**config.mk**
```make
export PLATFORM = sky130hd
export DESIGN_NAME = sprite_pixel_fetch
export DESIGN_NICKNAME = d
export VERILOG_FILES = /design/src/rtl/sprite_pixel_fetch.sv
export SDC_FILE = /design/constraint.sdc
export NUM_CORES = 1
export LEC_CHECK = 0
export BUFFER_PORTS_ARGS = -buffer_cell sky130_fd_sc_hd__buf_2
export CORE_UTILIZATION = 35
export DETAILED_ROUTE_END_ITERATION = 8
export HOLD_SLACK_MARGIN = 0.1
export PLACE_DENSITY = 0.66
export REMOVE_ABC_BUFFERS = 1
export SYNTH_ARGS = -nofsm -noshare
export SYNTH_HDL_FRONTEND = slang
export SYNTH_SLANG_ARGS = --single-unit
export TNS_END_PERCENT = 5
```
**constraint.sdc**
```tcl
create_clock -name Clk -period 2.9 [get_ports Clk]
set_clock_uncertainty 0.2 [all_clocks]
set_input_delay 0 -clock Clk [delete_from_list [all_inputs] [get_ports Clk]]
set_output_delay 0 -clock Clk [all_outputs]
set_load 0.05 [all_outputs]
```
**src/rtl/sprite_pixel_fetch.sv**
```systemverilog
// Sprite ROM read pipeline: raster position -> texel address -> palette RGB + hit, with per-frame opaque count.
// Optional horizontal mirroring is built only when SPRITE_FLIP_EN is defined.
module sprite_pixel_fetch #(
    parameter int SCALE_LOG2 = 1,
    parameter int SCREEN_W   = 640
) (
    input  logic        Clk,
    input  logic        Reset_n,
    input  logic        frame_start,
    input  logic        pix_valid_in,
    input  logic [9:0]  DrawX,
    input  logic [9:0]  DrawY,
    input  logic [9:0]  SpriteX,
    input  logic [9:0]  SpriteY,
    input  logic        flip_in,
    input  logic        visible_in,
    output logic [3:0]  rom_X,
    output logic [3:0]  rom_Y,
    input  logic [1:0]  rom_pal,
    output logic        pix_valid_out,
    output logic        hit,
    output logic [3:0]  red,
    output logic [3:0]  green,
    output logic [3:0]  blue,
    output logic [15:0] opaque_count
);

    localparam logic [9:0] SPAN  = 10'(16 << SCALE_LOG2);
    localparam logic [9:0] SCR_W = 10'(SCREEN_W);

    logic [9:0]  shx, shy;
    logic        shvis;
    logic [15:0] cnt;
    logic        v1, in1;
    logic [10:0] dx, dy;
    logic        inbox;
    logic [3:0]  col, row, col_f;
    logic [11:0] rgb_pal;

    // 11-bit difference keeps the sign, so sprites near the right/bottom edge never wrap
    assign dx = {1'b0, DrawX} - {1'b0, shx};
    assign dy = {1'b0, DrawY} - {1'b0, shy};
    assign inbox = shvis && (shx < SCR_W) && !dx[10] && !dy[10]
                   && (dx[9:0] < SPAN) && (dy[9:0] < SPAN);
    assign col = dx[SCALE_LOG2 +: 4];
    assign row = dy[SCALE_LOG2 +: 4];

`ifdef SPRITE_FLIP_EN
    logic shflip;
    assign col_f = shflip ? (4'd15 - col) : col;
`else
    logic unused_flip;
    assign unused_flip = flip_in;
    assign col_f = col;
`endif

    always_comb begin
        rgb_pal = 12'h000;
        case (rom_pal)
            2'b01:   rgb_pal = 12'hF00;
            2'b10:   rgb_pal = 12'h630;
            2'b11:   rgb_pal = 12'hFA5;
            default: rgb_pal = 12'h000;
        endcase
    end

    always_ff @(posedge Clk) begin
        if (!Reset_n) begin
            shx           <= '0;
            shy           <= '0;
            shvis         <= 1'b0;
`ifdef SPRITE_FLIP_EN
            shflip        <= 1'b0;
`endif
            cnt           <= '0;
            opaque_count  <= '0;
            v1            <= 1'b0;
            in1           <= 1'b0;
            rom_X         <= '0;
            rom_Y         <= '0;
            pix_valid_out <= 1'b0;
            hit           <= 1'b0;
            red           <= '0;
            green         <= '0;
            blue          <= '0;
        end else begin
            if (frame_start) begin
                shx          <= SpriteX;
                shy          <= SpriteY;
                shvis        <= visible_in;
`ifdef SPRITE_FLIP_EN
                shflip       <= flip_in;
`endif
                opaque_count <= cnt;
                // a hit landing on the handoff cycle belongs to the new frame
                cnt          <= hit ? 16'd1 : 16'd0;
            end else if (hit && cnt != 16'hFFFF) begin
                cnt <= cnt + 16'd1;
            end

            v1  <= pix_valid_in;
            in1 <= pix_valid_in && inbox;
            if (pix_valid_in && inbox) begin
                rom_X <= col_f;
                rom_Y <= row;
            end

            pix_valid_out <= v1;
            hit           <= v1 && in1 && (rom_pal != 2'b00);
            {red, green, blue} <= (v1 && in1) ? rgb_pal : 12'h000;
        end
    end

endmodule

```
==> results_dict.tcl <==
set metrics [dict create \
    status "finished, final reports clean" \
    syn_to_final_growth_pct 35.0 \
    synth_ff_type "dfxtp_1" \
    timing.rr.start "shy[0]$_SDFFE_PN0P_" \
    peakVddDrop_uv 227 \
    final_nets 615 \
    clk_latency_ns 0.35 \
    htree_num_levels 3 \
    p_leak_nw 2.16 \
    yosys_warnings 0 \
    max-clock-path-buffers 2 \
    cp-end-kind "flop" \
    dp_slack_ns 0.0378 \
    cts_sinks 70 \
    fp.dieArea_sq_mm 0.0111 \
    grt_first_pass_wirelength_mm 14.5 \
    clk_pin_slew_ns 0.07 \
    cts-root-buf "clkbuf_8" \
    grt_max_degree 59 \
    row_count 37 \
    synth_edf_count 0 \
    cts_tree "done" \
    drtIter0Drc 141 \
    p_per_area_mw_per_mm2 429 \
    synthDistinctLibCells 54 \
    worst_slew_pin_slew_ns 0.889 \
    ant_nets 0 \
    core-area_sq_mm 0.0103 \
    period_needed_ns 2.78 \
    critPathLaunchType "flop" \
    dp_hpwl_mm 5.96 \
    grt_pass1_vias 3137 \
    rsz0062_at_grt "yes" \
    setup-tns-final_ns 0 \
    ys_seq_area_share_pct 37.6 \
    viasPerCell 4.78 \
    antenna_found_initial 0 \
    path_max_fanout 8 \
    ys_ff_latch 70 \
    async_reset_ff_share_pct 0 \
    drt-total-wl_mm 8.69 \
    ioPinCount 86 \
    drc_errors 0 \
    hold_viol_final 0 \
    p_total_mw 2.16 \
    fmax_mhz 359 \
    r2r_setup_slack_ns 0.12 \
    holdCritPathClass "input pin to flop" \
    cts_buffers 9 \
    grt_usage_pct 16.3 \
    max_cap_viol_count 0 \
    dr.pass1.iters 4 \
    crit_arrival_ns 2.85 \
    grt_overflow 0 \
    die_y_um 105 \
    cp.required_ns 2.97 \
    drive_gt1_share_pct 23.4 \
    worst_slack_ns 0.118 \
    period_share_pct 95.9 \
    path_class "flop to flop" \
    dieWidth_um 105 \
    maxSlewViolCount 0 \
    syn_inst 417 \
    fin_util_pct 48.7 \
    crit_path_start "shy[0]$_SDFFE_PN0P_" \
    wire_per_inst_um 12.7 \
    finalSetupViolations 0 \
    place_congestion 0.829 \
    maxSlewHeadroom_pct 40.7 \
    io_buffers 81 \
    netlist_area_sq_mm 0.00372 \
    dr_total_vias 3286 \
    min_from "frame_start" \
    floorplan.initialDensity_pct 36.1 \
    avgSynthCellArea_sq_um 8.93 \
    antennaDiodeCount 0 \
]
[layout by cell type, fill, tap and decap left out, drive strengths merged, types with 11 or more instances in the layout]
master	instances
dlygate4sd3	52
buf	84
nand3	14
nor2	29
o21ai	16
nor2b	41
inv	31
dfxtp	70
nand2	25
a21oi	18
clkbuf	11
ha	19
mux2i	48
[area by class of cell]
| type | count | area [sq um] |
|---|---|---|
| tap | 136 | 170 |
| clock inverter | 5 | 35.0 |
| sequential | 70 | 1400 |
| clock buffer | 11 | 141 |
| fill | 981 | 5300 |
| multi-input combinational | 298 | 2200 |
| inverter | 31 | 116 |
| timing repair buffer | 136 | 961 |
[through the flow]
stage,hold WS (ns),cells,instance area (sq um)
2_1_floorplan,-0.128,399,3620
4_1_cts,0.101,686,4920
6_report,0.108,687,5030
5_1_grt,0.139,687,5030
3_5_place_dp,-0.0115,618,4230
3_3_place_gp,-0.0110,618,4230
[report_power, final]
group          leakage, nW  total, mW  switching, mW  internal (mW)
logic                 1.50      0.455          0.225          0.230
clock network       0.0893      0.712          0.378          0.334
registers            0.569      0.990         0.0104          0.979
[sequential cells by signal, summed over array words and instances, names as in the netlist, 2 cells and up]
register / cells
red: 2
rom_Y: 4
shy: 10
opaque_count: 16
cnt: 16
rom_X: 4
shx: 10
green: 2
[cell families after synthesis]
logic type	count (synthesis)	synth area share, %
compound gates	50	8.40
other cells	1	0.101
mux	49	13.2
simple gates	158	23.2
flops	70	37.6
xor+xnor	17	4.00
buf+inv	51	6.05
fa+ha+maj	21	7.46
[worst paths after layout]
kind,to,depth (start not counted)
setup / recovery,rom_X[2]$_SDFFE_PN0P_,11
hold / removal,shy[2]$_SDFFE_PN0P_,3
setup reg to reg,rom_X[2]$_SDFFE_PN0P_,11
hold reg to reg,rom_Y[0]$_SDFFE_PN0P_,2
[synthesized netlist by cell type, types with 3 or more instances]
cell	instances	area share, %
nor3_1	4	0.54
clkbuf_1	9	0.91
nand3b_1	5	1.0
nand4_1	5	0.84
nor2_1	29	2.9
and3_1	6	1.0
buf_1	3	0.30
ha_1	19	6.4
or2_2	4	0.67
nand2b_1	6	1.0
nor2b_1	40	6.7
xor2_1	10	2.4
and2_1	3	0.50
xnor2_1	7	1.6
or3_1	4	0.67
dfxtp_1	70	38
o21ai_1	4	0.54
o31ai_1	3	0.60
inv_1	30	3.0
buf_4	7	1.4
mux2i_1	48	13
a21oi_1	18	2.4
nand3_1	14	1.9
nand2_1	25	2.5
o21ai_0	11	1.5
[timing repair]
action | in CTS | in global routing
hold buffers | 52 | 0
gates resized for setup | 0 | 19
setup endpoints to repair | 0 | 8
buffers inserted | 0 | 1
hold endpoints to repair | 35 | 0
[critical path, stage by stage (launching register included)]
cell and delay [ns]:
dfxtp_2 0.32, and2b_2 0.21, fa_2 0.41, nor2b_2 0.14, o31a_1 0.16, o21ai_2 0.08, xor2_1 0.21, nand4_1 0.13
nor4_2 0.28, and4_1 0.26, buf_12 0.14, mux2i_1 0.18
[per-layer routing]
layer	track usage, %	routed length (um)	vias to the layer above
li1	-	-	1675
met1	21.0	4210	1536
met2	26.3	4010	61
met3	2.50	297	14
met4	7.95	176	0
met5	0	0	-
Power figures use the tool's default switching activity.
